$ cat config.mk
export PLATFORM = sky130hd
export DESIGN_NAME = time_uart_tx_flat
export DESIGN_NICKNAME = d
export VERILOG_FILES = /design/src/rtl/time_uart_tx_pkg.sv /design/src/rtl/time_uart_tx_if.sv /design/src/rtl/time_uart_tx_byte.sv /design/src/rtl/time_uart_tx.sv /design/src/flat_wrapper.sv
export SDC_FILE = /design/constraint.sdc
export NUM_CORES = 1
export LEC_CHECK = 0
export ABC_CLOCK_PERIOD_IN_PS = 6100
export BUFFER_PORTS_ARGS = -buffer_cell sky130_fd_sc_hd__buf_2
export CORE_MARGIN = 5
export CORE_UTILIZATION = 68
export CTS_BUF_LIST = sky130_fd_sc_hd__clkbuf_8
export DETAILED_ROUTE_END_ITERATION = 10
export PLACE_DENSITY = 0.91
export SYNTH_ARGS = -nofsm -noshare
export SYNTH_HDL_FRONTEND = slang
export SYNTH_SLANG_ARGS = --single-unit
export TNS_END_PERCENT = 50
$ cat constraint.sdc
create_clock -name clk -period 6.1 [get_ports clk]
set_clock_uncertainty 0.2 [all_clocks]
set_input_delay 0 -clock clk [delete_from_list [all_inputs] [get_ports clk]]
set_output_delay 0 -clock clk [all_outputs]
set_load 0.01 [all_outputs]
$ cat src/rtl/time_uart_tx_pkg.sv
// time_uart_tx_pkg: shared constants and helpers for the time read-out UART.
//   ASCII characters used on the line, AM/PM encodings, line lengths, the
//   line FSM state type, and the binary -> ASCII digit / byte-select helpers.
//   No ports (package).
package time_uart_tx_pkg;

    localparam logic [7:0] ASC_ZERO  = 8'h30;
    localparam logic [7:0] ASC_COLON = 8'h3A;
    localparam logic [7:0] ASC_CR    = 8'h0D;
    localparam logic [7:0] ASC_LF    = 8'h0A;
    localparam logic [7:0] ASC_SP    = 8'h20;
    localparam logic [7:0] ASC_A     = 8'h41;
    localparam logic [7:0] ASC_P     = 8'h50;
    localparam logic [7:0] ASC_M     = 8'h4D;

    localparam logic [1:0] AP_AM = 2'b01;
    localparam logic [1:0] AP_PM = 2'b10;

    localparam int LINE_LEN_BASE = 10;   // "HH:MM:SS\r\n"
    localparam int LINE_LEN_AP   = 13;   // "HH:MM:SS XM\r\n"

    typedef enum logic [1:0] {
        ST_IDLE,
        ST_LINE,
        ST_DONE
    } line_state_t;

    // Tens digit by comparison; inputs up to 63 give 0..6.
    function automatic logic [3:0] tens_of(input logic [5:0] v);
        logic [3:0] t;
        if      (v >= 6'd60) t = 4'd6;
        else if (v >= 6'd50) t = 4'd5;
        else if (v >= 6'd40) t = 4'd4;
        else if (v >= 6'd30) t = 4'd3;
        else if (v >= 6'd20) t = 4'd2;
        else if (v >= 6'd10) t = 4'd1;
        else                 t = 4'd0;
        return t;
    endfunction

    function automatic logic [7:0] ascii_tens(input logic [5:0] v);
        return ASC_ZERO + {4'b0000, tens_of(v)};
    endfunction

    function automatic logic [7:0] ascii_ones(input logic [5:0] v);
        logic [5:0] rem;
        rem = v - ({2'b00, tens_of(v)} * 6'd10);
        return ASC_ZERO + {2'b00, rem};
    endfunction

    // Character at position idx of the line. sfx selects the 13-byte form.
    function automatic logic [7:0] line_byte(input logic [3:0] idx,
                                             input logic [5:0] h,
                                             input logic [5:0] m,
                                             input logic [5:0] s,
                                             input logic [1:0] ap,
                                             input logic       sfx);
        logic [7:0] b;
        case (idx)
            4'd0:    b = ascii_tens(h);
            4'd1:    b = ascii_ones(h);
            4'd2:    b = ASC_COLON;
            4'd3:    b = ascii_tens(m);
            4'd4:    b = ascii_ones(m);
            4'd5:    b = ASC_COLON;
            4'd6:    b = ascii_tens(s);
            4'd7:    b = ascii_ones(s);
            4'd8:    b = sfx ? ASC_SP : ASC_CR;
            4'd9:    b = sfx ? ((ap == AP_AM) ? ASC_A : ASC_P) : ASC_LF;
            4'd10:   b = ASC_M;
            4'd11:   b = ASC_CR;
            default: b = ASC_LF;
        endcase
        return b;
    endfunction

endpackage

$ cat src/rtl/time_uart_tx_if.sv
// time_uart_tx_if: request/status bundle between the time source and the UART
// read-out block.
//   send              one-cycle line request
//   hours_i/mins_i/secs_i  binary time, 6 bits each
//   A_P_i             AM/PM code (only used when TIME_TX_AP_EN is defined)
//   busy, done        line status from the transmitter
// Modports: master = requester, slave = transmitter.
interface time_uart_tx_if;
    logic       send;
    logic [5:0] hours_i;
    logic [5:0] mins_i;
    logic [5:0] secs_i;
    logic [1:0] A_P_i;
    logic       busy;
    logic       done;

    modport master (output send, hours_i, mins_i, secs_i, A_P_i,
                    input  busy, done);
    modport slave  (input  send, hours_i, mins_i, secs_i, A_P_i,
                    output busy, done);
endinterface

$ cat src/rtl/time_uart_tx_byte.sv
// time_uart_tx_byte: 8N1 byte serializer with a BIT_CYC-clock bit divider.
//   clk    system clock
//   reset  asynchronous active-low reset
//   load   accept data when ready is high; start bit appears on the next cycle
//   data   byte to send, LSB first
//   tx     UART line, idle high (registered)
//   ready  idle, or in the last cycle of the stop bit so the next byte can
//          follow with no gap
module time_uart_tx_byte #(
    parameter int BIT_CYC = 868
) (
    input  logic       clk,
    input  logic       reset,
    input  logic       load,
    input  logic [7:0] data,
    output logic       tx,
    output logic       ready
);
    localparam int CNT_W = (BIT_CYC > 1) ? $clog2(BIT_CYC) : 1;
    localparam logic [CNT_W-1:0] CNT_MAX = CNT_W'(BIT_CYC - 1);

    logic             active;
    logic [8:0]       shreg;      // data bits then the stop bit
    logic [3:0]       bit_left;   // bits still to show after the current one
    logic [CNT_W-1:0] baud_cnt;
    logic             last_tick;

    assign last_tick = (baud_cnt == '0);
    assign ready     = !active || (last_tick && (bit_left == 4'd0));

    always_ff @(posedge clk or negedge reset) begin
        if (!reset) begin
            active   <= 1'b0;
            tx       <= 1'b1;
            shreg    <= '1;
            bit_left <= 4'd0;
            baud_cnt <= '0;
        end else if (load && ready) begin
            active   <= 1'b1;
            tx       <= 1'b0;
            shreg    <= {1'b1, data};
            bit_left <= 4'd9;
            baud_cnt <= CNT_MAX;
        end else if (active) begin
            if (last_tick) begin
                if (bit_left == 4'd0) begin
                    active <= 1'b0;
                    tx     <= 1'b1;
                end else begin
                    tx       <= shreg[0];
                    shreg    <= {1'b1, shreg[8:1]};
                    bit_left <= bit_left - 4'd1;
                    baud_cnt <= CNT_MAX;
                end
            end else begin
                baud_cnt <= baud_cnt - 1'b1;
            end
        end
    end

endmodule

$ cat src/rtl/time_uart_tx.sv
// time_uart_tx: snapshots hours/mins/secs on send and transmits the line
// "HH:MM:SS\r\n" as 8N1 UART, bytes back to back.
//   clk    system clock
//   reset  asynchronous active-low reset
//   bus    time_uart_tx_if.slave: send, hours_i, mins_i, secs_i, A_P_i in;
//          busy, done out
//   tx     UART line, idle high
// Build option: define TIME_TX_AP_EN to append " AM"/" PM" (A_P_i 01/10)
// before CR; otherwise A_P_i is ignored.
//
// state   | meaning
// IDLE    | line quiet; send snapshots inputs and loads the first byte
// LINE    | bytes in flight; next byte loaded as each stop bit ends
// DONE    | done pulse cycle; send ignored
module time_uart_tx
    import time_uart_tx_pkg::*;
#(
    parameter int CLK_FREQ = 100_000_000,
    parameter int BAUD     = 115200
) (
    input  logic                 clk,
    input  logic                 reset,
    time_uart_tx_if.slave        bus,
    output logic                 tx
);
    localparam int BIT_CYC = CLK_FREQ / BAUD;

    line_state_t state;
    logic [3:0]  idx;          // bytes loaded so far in this line
    logic        busy_q;
    logic        done_q;
    logic [5:0]  snap_h, snap_m, snap_s;

    logic [5:0]  src_h, src_m, src_s;
    logic [1:0]  src_ap;
    logic        has_sfx;
    logic [3:0]  line_len;
    logic        ser_ready;
    logic        ser_load;
    logic [7:0]  ser_data;

    // In IDLE the first byte is loaded on the same edge as the snapshot,
    // so it must come straight from the inputs.
    assign src_h = (state == ST_IDLE) ? bus.hours_i : snap_h;
    assign src_m = (state == ST_IDLE) ? bus.mins_i  : snap_m;
    assign src_s = (state == ST_IDLE) ? bus.secs_i  : snap_s;

`ifdef TIME_TX_AP_EN
    logic [1:0] snap_ap;

    assign src_ap  = (state == ST_IDLE) ? bus.A_P_i : snap_ap;
    assign has_sfx = (src_ap == AP_AM) || (src_ap == AP_PM);

    always_ff @(posedge clk or negedge reset) begin
        if (!reset)
            snap_ap <= 2'b00;
        else if (state == ST_IDLE && bus.send)
            snap_ap <= bus.A_P_i;
    end
`else
    logic unused_ap;

    assign unused_ap = ^bus.A_P_i;
    assign src_ap    = 2'b00;
    assign has_sfx   = 1'b0;
`endif

    assign line_len = has_sfx ? 4'(LINE_LEN_AP) : 4'(LINE_LEN_BASE);
    assign ser_data = line_byte(idx, src_h, src_m, src_s, src_ap, has_sfx);
    assign ser_load = ((state == ST_IDLE) && bus.send) ||
                      ((state == ST_LINE) && ser_ready && (idx != line_len));

    always_ff @(posedge clk or negedge reset) begin
        if (!reset) begin
            state  <= ST_IDLE;
            idx    <= 4'd0;
            busy_q <= 1'b0;
            done_q <= 1'b0;
            snap_h <= 6'd0;
            snap_m <= 6'd0;
            snap_s <= 6'd0;
        end else begin
            case (state)
                ST_IDLE: begin
                    done_q <= 1'b0;
                    if (bus.send) begin
                        snap_h <= bus.hours_i;
                        snap_m <= bus.mins_i;
                        snap_s <= bus.secs_i;
                        idx    <= 4'd1;
                        busy_q <= 1'b1;
                        state  <= ST_LINE;
                    end
                end
                ST_LINE: begin
                    if (ser_ready) begin
                        if (idx == line_len) begin
                            idx    <= 4'd0;
                            busy_q <= 1'b0;
                            done_q <= 1'b1;
                            state  <= ST_DONE;
                        end else begin
                            idx <= idx + 4'd1;
                        end
                    end
                end
                ST_DONE: begin
                    done_q <= 1'b0;
                    state  <= ST_IDLE;
                end
                default: state <= ST_IDLE;
            endcase
        end
    end

    assign bus.busy = busy_q;
    assign bus.done = done_q;

    time_uart_tx_byte #(
        .BIT_CYC (BIT_CYC)
    ) u_byte (
        .clk   (clk),
        .reset (reset),
        .load  (ser_load),
        .data  (ser_data),
        .tx    (tx),
        .ready (ser_ready)
    );

endmodule

$ cat src/flat_wrapper.sv
// flat-port wrapper written by rule: the top's interface ports become plain ports
module time_uart_tx_flat import time_uart_tx_pkg::*;
#(
    parameter int CLK_FREQ = 100_000_000,
    parameter int BAUD     = 115200
)
  (clk, reset, tx, bus_send, bus_hours_i, bus_mins_i, bus_secs_i, bus_A_P_i, bus_busy, bus_done);
  time_uart_tx_if bus_i ();
  input  logic clk;
  input  logic reset;
  output logic tx;
  input wire logic [$bits(bus_i.send)-1:0] bus_send;
  input wire logic [$bits(bus_i.hours_i)-1:0] bus_hours_i;
  input wire logic [$bits(bus_i.mins_i)-1:0] bus_mins_i;
  input wire logic [$bits(bus_i.secs_i)-1:0] bus_secs_i;
  input wire logic [$bits(bus_i.A_P_i)-1:0] bus_A_P_i;
  output wire logic [$bits(bus_i.busy)-1:0] bus_busy;
  output wire logic [$bits(bus_i.done)-1:0] bus_done;
  assign bus_i.send = bus_send;
  assign bus_i.hours_i = bus_hours_i;
  assign bus_i.mins_i = bus_mins_i;
  assign bus_i.secs_i = bus_secs_i;
  assign bus_i.A_P_i = bus_A_P_i;
  assign bus_busy = bus_i.busy;
  assign bus_done = bus_i.done;
  time_uart_tx #(.CLK_FREQ(CLK_FREQ), .BAUD(BAUD)) u_core (.clk(clk), .reset(reset), .bus(bus_i), .tx(tx));
endmodule
==> results of run 1 <==
[sequential cells by signal, indices dropped and copies added, names as in the netlist]
name / count
u_core.u_byte.baud_cnt: 10
u_core.u_byte.shreg: 8
u_core.snap_h: 6
u_core.snap_m: 6
u_core.snap_s: 6
u_core.idx: 4
u_core.u_byte.bit_left: 4
u_core.state: 2
u_core.bus.busy: 1
u_core.bus.done: 1
u_core.u_byte.active: 1
u_core.u_byte.tx: 1
[per-layer routing]
metal	vias to the layer above	GRT usage (%)	wire, um
li1	1720	-	-
met1	1745	35.46	4097
met2	188	46.73	4726
met3	39	3.897	731
met4	0	14.45	312
met5	-	0	0
[worst max path at each step]
stage	start	endpoint	slack, ps
after floorplan	u_core.state[1]$_DFFE_PN0P_	u_core.u_byte.shreg[5]$_DFFE_PN1P_	1900
after global placement	u_core.state[0]$_DFFE_PN0P_	u_core.u_byte.shreg[5]$_DFFE_PN1P_	1180
after detailed placement	u_core.state[0]$_DFFE_PN0P_	u_core.u_byte.shreg[5]$_DFFE_PN1P_	1020
after CTS	u_core.state[0]$_DFFE_PN0P_	u_core.u_byte.shreg[5]$_DFFE_PN1P_	960
after global routing	u_core.state[0]$_DFFE_PN0P_	u_core.u_byte.shreg[5]$_DFFE_PN1P_	560
final	u_core.state[0]$_DFFE_PN0P_	u_core.u_byte.shreg[5]$_DFFE_PN1P_	810
[worst register-to-register path, cell delays in order, from the launching register on]
cell and delay, ps:
sky130_fd_sc_hd__dfrtp_1 350, sky130_fd_sc_hd__buf_4 210, sky130_fd_sc_hd__or2_1 780, sky130_fd_sc_hd__mux2i_2 420, sky130_fd_sc_hd__o221ai_1 170, sky130_fd_sc_hd__a211oi_1 430, sky130_fd_sc_hd__ha_1 260, sky130_fd_sc_hd__inv_1 60
sky130_fd_sc_hd__fa_1 390, sky130_fd_sc_hd__a21o_1 170, sky130_fd_sc_hd__a21oi_1 190, sky130_fd_sc_hd__xor2_1 240, sky130_fd_sc_hd__xnor2_1 110, sky130_fd_sc_hd__a32o_1 270, sky130_fd_sc_hd__a211o_1 270, sky130_fd_sc_hd__ha_1 300
sky130_fd_sc_hd__a211oi_1 260, sky130_fd_sc_hd__a221o_1 160
[power groups by stage]
stage,Combinational (mW),Sequential (mW),Clock (mW)
2_1_floorplan,0.0990,0.349,0
3_3_place_gp,0.132,0.351,0
3_5_place_dp,0.138,0.352,0
4_1_cts,0.150,0.345,0.253
5_1_grt,0.171,0.347,0.265
6_report,0.154,0.346,0.249
[cell families (layout without fill, tap and decap cells)]
kind of cell / Yosys count / after routing / share of synthesized area (%)
buffers and inverters: 51 / 83 / 5.215
AO/OA/AOI/OAI: 131 / 131 / 21.96
adder cells (fa/ha/maj): 23 / 23 / 7.652
XOR/XNOR: 19 / 19 / 4.528
multiplexers: 35 / 35 / 9.525
AND/OR/NAND/NOR: 144 / 144 / 19.61
flip-flops: 50 / 50 / 31.51
[cells in the final DEF, fill, tap and decap left out, types with 9 or more instances in the layout]
| master | netlist | routed |
|---|---|---|
| sky130_fd_sc_hd__a21oi_1 | 25 | 25 |
| sky130_fd_sc_hd__o21ai_0 | 31 | 31 |
| sky130_fd_sc_hd__dfrtp_1 | 41 | 41 |
| sky130_fd_sc_hd__nor4_1 | 9 | 9 |
| sky130_fd_sc_hd__nand2b_1 | 15 | 15 |
| sky130_fd_sc_hd__xor2_1 | 10 | 10 |
| sky130_fd_sc_hd__buf_2 | 5 | 23 |
| sky130_fd_sc_hd__inv_1 | 28 | 28 |
| sky130_fd_sc_hd__mux2i_1 | 15 | 15 |
| sky130_fd_sc_hd__nand2_1 | 33 | 33 |
| sky130_fd_sc_hd__dfstp_2 | 9 | 9 |
| sky130_fd_sc_hd__nor2_1 | 28 | 28 |
| sky130_fd_sc_hd__ha_1 | 18 | 18 |
| sky130_fd_sc_hd__mux2_2 | 18 | 18 |
| sky130_fd_sc_hd__nor3_1 | 14 | 14 |
| sky130_fd_sc_hd__dlygate4sd3_1 | 0 | 19 |
[layout make-up]
type                    count  area share (%)
multi-input cells         352           56.93
flip-flops and latches     50           28.35
repair buffers             46           7.530
inverters                  29           2.444
well taps                  75           2.107
clock buffers               5           1.545
clock inverters             3           1.096
[through the flow]
stage,total power [mW],worst slack (ps),cells,util [%],hold WS (ps)
final,0.7491,806.3,560,76.57,100.6
after global routing,0.7828,564.0,560,76.57,188.1
after CTS,0.7491,957.4,560,76.57,139.2
after detailed placement,0.4901,1022,533,71.28,-55.37
after global placement,0.4831,1177,533,71.28,-58.79
after floorplan,0.4484,1904,453,-,-495.6
==> summary by stage, run 1 <==
Status
The run finished with clean final reports.

Placed design
Routability-driven placement finished with a final weighted congestion of 0.9521. In this run the cell area measured after placement is 4145 um^2. The HPWL after detailed placement is around 6.8 mm.

The quantity of I/O buffers inserted on ports is 23.

Global route
The first global-routing pass estimated approximately 17 mm of wire. The total global routing overflow is 0. Entering global routing, the biggest net connects between 50 and 60 pins.

The global router's overall resource usage is around 28%. The via count of the first global-routing pass is approximately 3,600. The initial antenna violation count is 0.

Floorplanning
Once the floorplan was initialized, standard cells occupied between 60% and 70% of the core. The area of the die is 7526 um^2. The vertical extent of the die is between 80 and 90 um. The floorplan has 28 rows. The die width is around 87 um. The core outline area is about 5800 um^2. 26 I/O pins were placed.

Power and ir drop
Internal power comes to 0.5353 mW. Summed over all nets, the switching power comes to 0.2138 mW. The combinational fraction of design power is 20.6%.

IR analysis of the VDD net gives a maximum drop of between 150 and 200 uV. In this run, the clock network consumes about a third of the power. For this design the ratio of total power to cell area is between 150 and 200 nW/um^2. The switching part of the total power is between 20 and 30%. In this run the static leakage power is 1.916 nW.

The sequential group share of total power is a little under half.

Setup path
The kind of end point of the critical path is a register. The largest driver fanout on the critical path is 25. The buffering stage count on the worst path with inverters included is 2. For this design, the slowest cell found on the critical path is sky130_fd_sc_hd__or2_1. The kind of cell with the highest combined delay along the critical path is compound AO/OA/AOI/OAI gates. The worst register-to-register path ends at u_core.u_byte.shreg[5]$_DFFE_PN1P_.

The worst endpoint data arrival time is roughly 5400 ps. The number of cells on the worst reg-to-reg path is 17. The worst endpoint required time is a little over 6000 ps. The worst register-to-register path has a setup slack of between 800 and 900 ps.

In this run the critical register-to-register path is launched from u_core.state[0]$_DFFE_PN0P_. The signal on the critical path passes through buf_4, or2_1, mux2i_2, o221ai_1, a211oi_1, ha_1, inv_1, fa_1, a21o_1, a21oi_1, xor2_1, xnor2_1, a32o_1, a211o_1, ha_1, a211oi_1, a221o_1. By startpoint and endpoint, the worst setup path is classified as reg -> reg.

The worst setup path is launched from a register. In this design, the stage delay of the slowest critical-path cell is approximately 780 ps. The cell depth of the worst setup path is 17.

Clock network
Once the clock tree was built, the resizer swapped 0 gates to a different size. The clock insertion delay at the later pin of the skew report is approximately 310 ps. The number of setup buffers added after CTS is 0. For this design, the sink count on the clock tree is 50. TritonCTS built the clock tree. Buffers inserted during clock tree synthesis total 5.

The clock tree synthesis step divided the H-tree into 2 levels. The maximum clock insertion buffer count is 2. In this run, post-CTS hold repair placed 19 buffers.

CTS placed an instance of sky130_fd_sc_hd__clkbuf_8 at the clock tree root. The clock-pin transition on the worst setup and hold timing paths is about 100 ps.

Final layout
Summing all multi-input logic gate instances after layout gives 2535 um^2. The fill cell instance count of the final layout is 406. Cells with a size suffix above 1 make up between 10% and 20% of the layout. The synthesis-to-finish area growth is 11.15%. The net count of the finished layout is 528. The antenna diode instance count is 0. The storage element area is 1262 um^2. With fillers left out, the area of the finished cells amounts to about 4500 um^2.

Timing
The worst path needs 5294 ps of the cycle, external delays included. In the finished design, the share of the clock period the worst path needs comes to slightly below 90%. Setup violations remaining at the end of the flow were counted as 0.

The max-slew violation count is 0. At the pin with the least slew margin, the transition time is 1044 ps. The count of final hold-check violations is 0.

Setup repair after global routing left no endpoint under its margin. Timing would allow up to between 150 and 200 MHz. Headroom to the max-slew limit came out at a little under a third.

The final sum of negative setup slack is 0 ps.

Drt
The routed wirelength normalized by instance count is 17.62 um. After detailed routing, the total wire length is between 9 and 10 mm. The number of DRC violations after detailed-routing iteration 0 is around 340. The count of vias placed by the detailed router is about 3,700. The count of antenna-violating nets left after detailed routing is 0. The number of iterations in the first detailed-routing pass is 5. The post-detailed-route DRC marker count is 0. After detailed routing, the number of vias per cell comes to 6.593.

Synth
Yosys printed 0 warnings. The number of distinct standard cells referenced by the synthesized netlist is 75. Synthesis produced a netlist with a net count of just under 500. Sequential elements use a little under a third of the synthesized area. The number of flops mapped to enable cells by yosys is 0.

The register bit count reported by yosys is 50. Synthesis handed over a netlist of between 400 and 500 instances. The most frequently used cell type in the post-synthesis netlist is sky130_fd_sc_hd__dfrtp_1. A synthesized cell averages just under 9 um^2. Ranked by total cell area, the synthesized netlist is headed by sky130_fd_sc_hd__dfrtp_1, sky130_fd_sc_hd__dfstp_2, sky130_fd_sc_hd__ha_1. The commonest cells after synthesis are sky130_fd_sc_hd__dfrtp_1, sky130_fd_sc_hd__nand2_1, sky130_fd_sc_hd__o21ai_0. The library cell with the largest summed area after synthesis is sky130_fd_sc_hd__dfrtp_1.

The share of synthesized registers carrying an async set or reset is 100.0%. The mapped netlist covers 4006 um^2. The share of the synthesized area in the top cell type is about 26%. The top flip-flop cell by instance count after synthesis is sky130_fd_sc_hd__dfrtp_1.

Run
Max-cap violations in this run came to 0.

Worst hold path
The path category of the worst min-delay check is in -> async.
Power figures use the tool's default switching activity.
==> run 2, diff against run 1 <==
--- a/config.mk
+++ b/config.mk
@@ -5,7 +5,7 @@
 export SDC_FILE = /design/constraint.sdc
 export NUM_CORES = 1
 export LEC_CHECK = 0
-export ABC_CLOCK_PERIOD_IN_PS = 6100
+export ABC_CLOCK_PERIOD_IN_PS = 6600
 export BUFFER_PORTS_ARGS = -buffer_cell sky130_fd_sc_hd__buf_2
 export CORE_MARGIN = 5
 export CORE_UTILIZATION = 68
==> constraint.sdc (replaced) <==
create_clock -name clk -period 6.6 [get_ports clk]
set_clock_uncertainty 0.2 [all_clocks]
set_input_delay 0 -clock clk [delete_from_list [all_inputs] [get_ports clk]]
set_output_delay 0 -clock clk [all_outputs]
set_load 0.01 [all_outputs]
==> summary by stage, run 2 (synthesized netlist as in run 1, its figures left out) <==
Status
Run status: finished clean (unchanged).

Final layout
Largest regs: u_core.u_byte.baud_cnt (10), u_core.u_byte.shreg (8) (unchanged). The filler-free cell count of the finished design is 558 (was 560). The top register by number of flip-flops is u_core.u_byte.baud_cnt (unchanged). The multi-input combinational cell area is 2535 um^2 (unchanged). The synthesis-to-finish area growth was 10.27% (was 11.15%). The fill cell instance count of the final layout was 378 (was 406). The flip-flop count of the largest register, all copies and words added came to 10 (unchanged). The share of the core filled with cells in the final layout was 75.97% (was 76.57%).

The storage element area is 1262 um^2 (unchanged). The layout net count came to 526 (was 528). Most frequent cells in the layout: sky130_fd_sc_hd__dfrtp_1, sky130_fd_sc_hd__nand2_1, sky130_fd_sc_hd__o21ai_0 (unchanged).

The leading cell type in the layout, fill and taps excluded is sky130_fd_sc_hd__dfrtp_1 (unchanged). The share of layout cells above drive strength 1 came to 16.15% (was 16.49%). The antenna diode instance count came to 0 (unchanged).

Global route
The initial antenna violation count is 0 (unchanged). The global router's overall resource usage is 28.13% (was 28.06%). The first-pass GRT wire length is 17.13 mm (was 16.71 mm). The maximum number of pins on one net before global-route repair was 51 (unchanged).

The total global routing overflow is 0 (unchanged). The via count of the first global-routing pass is 3,691 (was 3,636).

Setup path
The worst endpoint data arrival time is 5490 ps (was 5350 ps). The worst endpoint required time is 6670 ps (was 6160 ps). The largest driver fanout on the critical path is 25 (unchanged). List of cells traversed by the critical path: or2_1, mux2i_2, o221ai_1, a211oi_1, ha_1, inv_1, fa_1, a21o_1, a21oi_1, xor2_1, xnor2_1, a32o_1, a211o_1, ha_1, a211oi_1, a221o_1 (was buf_4, or2_1, mux2i_2, o221ai_1, a211oi_1, ha_1, inv_1, fa_1, a21o_1, a21oi_1, xor2_1, xnor2_1, a32o_1, a211o_1, ha_1, a211oi_1, a221o_1). The peak per-stage delay on the critical path is 850 ps (was 780 ps).

The sort of element at the start of the critical path was a register (unchanged). The critical path's top delay family is compound AO/OA/AOI/OAI gates (unchanged). The cell with the largest stage delay on the worst path is sky130_fd_sc_hd__or2_1 (unchanged). The kind of end point of the critical path is a register (unchanged).

The buffering stage count on the worst path with inverters included is 1 (was 2). The worst setup path category is reg -> reg (unchanged).

Timing
The timing-limited maximum frequency is 184.5 MHz (was 188.9 MHz). The final sum of negative setup slack is 0 ps (unchanged). The worst hold-check slack is 101.1 ps (was 100.6 ps). The count of final hold-check violations was 0 (unchanged). The max-slew violation count is 0 (unchanged). The portion of the clock cycle consumed by the worst path in the final layout was 82.13% (was 86.78%). The max-slew headroom at the worst pin is 29.83% (was 30.43%). RSZ-0062 raised after global routing: false (unchanged).

The final number of setup-violating endpoints is 0 (unchanged). The worst-margin pin slew was 1053 ps (was 1044 ps). The time the final worst path needs with I/O delays and setup is 5421 ps (was 5294 ps).

Drt
The count of antenna-violating nets left after detailed routing is 0 (unchanged). The number of DRC violations after detailed-routing iteration 0 is 355 (was 337). The count of vias placed by the detailed router is 3,675 (was 3,692).

The number of iterations in the first detailed-routing pass is 5 (unchanged). The post-detailed-route DRC marker count is 0 (unchanged). The routed wirelength normalized by instance count came to 17.56 um (was 17.62 um). The routed wire length is 9.796 mm (was 9.867 mm). The via-per-instance ratio is 6.586 (was 6.593).

Clock network
The clock-pin transition on the worst setup and hold timing paths was 100 ps (about the same). The number of buffers added to fix hold violations after cts was 19 (unchanged). The clock sink count came to 50 (unchanged). The clock insertion delay at the later pin of the skew report came to 320 ps (was 310 ps).

The number of gates resized after cts is 0 (unchanged). The number of buffers created by CTS was 5 (unchanged). The number of buffers inserted to repair setup after CTS is 0 (unchanged). The maximum clock insertion buffer count is 2 (unchanged). The cell chosen for the clock root is sky130_fd_sc_hd__clkbuf_8 (unchanged). The TritonCTS clock tree was done (unchanged). The number of levels the H-tree was split into is 2 (unchanged).

Placed design
The quantity of I/O buffers inserted on ports came to 23 (unchanged). The count of placed standard cells including taps came to 531 (was 533). The placed wire-length estimate after detailed placement is 6.807 mm (was 6.783 mm). The final weighted congestion of routability-driven global placement came to 0.9308 (was 0.9521).

Run
The reported max-cap violation count is 0 (unchanged).

Power and ir drop
The total power of the final layout is 0.6615 mW (was 0.7491 mW). The total leakage power is 1.900 nW (was 1.916 nW). The power density relative to cell area is 149.7 nW/um^2 (was 168.2 nW/um^2). The maximum resistive drop on vdd is 107.8 uV (was 171.5 uV).

Worst hold path
The path category of the worst min-delay check is in -> async (unchanged).

Floorplanning
The number of rows created at floorplan is 28 (unchanged). The vertical extent of the die is 86.76 um (unchanged). The initial core utilization was 68.89% (unchanged). The die width is 86.76 um (unchanged). The area of the die is 7526 um^2 (unchanged). The number of top-level pins is 26 (unchanged). The core outline area is 5816 um^2 (unchanged).
-- run 2: cell count changes in the layout (fill, tap and decap cells not counted), sizes merged --
cell	previous run	this run
buf	27	25
bufinv	1	0
clkinv	0	1
clkinvlp	1	0
inv	30	31
-- run 2: worst reg2reg max path, stage by stage, from the launching register on --
cell and delay, ps:
sky130_fd_sc_hd__dfrtp_1 700, sky130_fd_sc_hd__or2_1 850, sky130_fd_sc_hd__mux2i_2 420, sky130_fd_sc_hd__o221ai_1 170, sky130_fd_sc_hd__a211oi_1 400, sky130_fd_sc_hd__ha_1 230
sky130_fd_sc_hd__inv_1 60, sky130_fd_sc_hd__fa_1 400, sky130_fd_sc_hd__a21o_1 180, sky130_fd_sc_hd__a21oi_1 220, sky130_fd_sc_hd__xor2_1 230, sky130_fd_sc_hd__xnor2_1 120
sky130_fd_sc_hd__a32o_1 280, sky130_fd_sc_hd__a211o_1 270, sky130_fd_sc_hd__ha_1 290, sky130_fd_sc_hd__a211oi_1 210, sky130_fd_sc_hd__a221o_1 150
-- run 2: per-stage QoR --
step / setup slack (ps) / cell area, um^2
finish: 1179 / 4418
global route: 927.7 / 4418
CTS: 1330 / 4418
detailed placement: 1369 / 4130
global placement: 1570 / 4130
floorplan: 2404 / 4006
-- run 2: final timing paths --
kind	start	endpoint	slack, ps	cells after the start
max in group asynchronous	reset	u_core.u_byte.baud_cnt[9]$_DFFE_PN0P_	5650	3
max	u_core.state[0]$_DFFE_PN0P_	u_core.u_byte.shreg[5]$_DFFE_PN1P_	1180	16
max reg2reg	u_core.state[0]$_DFFE_PN0P_	u_core.u_byte.shreg[5]$_DFFE_PN1P_	1180	16
min in group clk	bus_hours_i[2]	u_core.snap_h[2]$_DFFE_PN0P_	270	3
min reg2reg	u_core.u_byte.shreg[3]$_DFFE_PN1P_	u_core.u_byte.shreg[3]$_DFFE_PN1P_	290	2
min	reset	u_core.snap_m[2]$_DFFE_PN0P_	100	3
-- run 2: cell type report --
cell class	instances	share of cell area, %
multi-input cells	352	57.38
flip-flops and latches	50	28.58
repair buffers	44	7.250
inverters	29	2.464
well taps	75	2.124
clock buffers	5	1.558
clock inverters	3	0.6514
-- run 2: report_power, final --
part / internal [mW] / leakage [nW] / total [mW] / switching (mW)
Combinational: 0.0661 / 1.26 / 0.142 / 0.0763
Clock: 0.0796 / 0.0506 / 0.199 / 0.119
Sequential: 0.313 / 0.585 / 0.320 / 0.00692
-- run 2: metal layers --
metal / routed length [um] / vias to the layer above / GRT usage (%)
met4: 255 / 0 / 11.33
li1: - / 1719 / -
met5: 0 / - / 0
met2: 4826 / 181 / 47.22
met3: 638 / 32 / 4.468
met1: 4075 / 1743 / 36.17
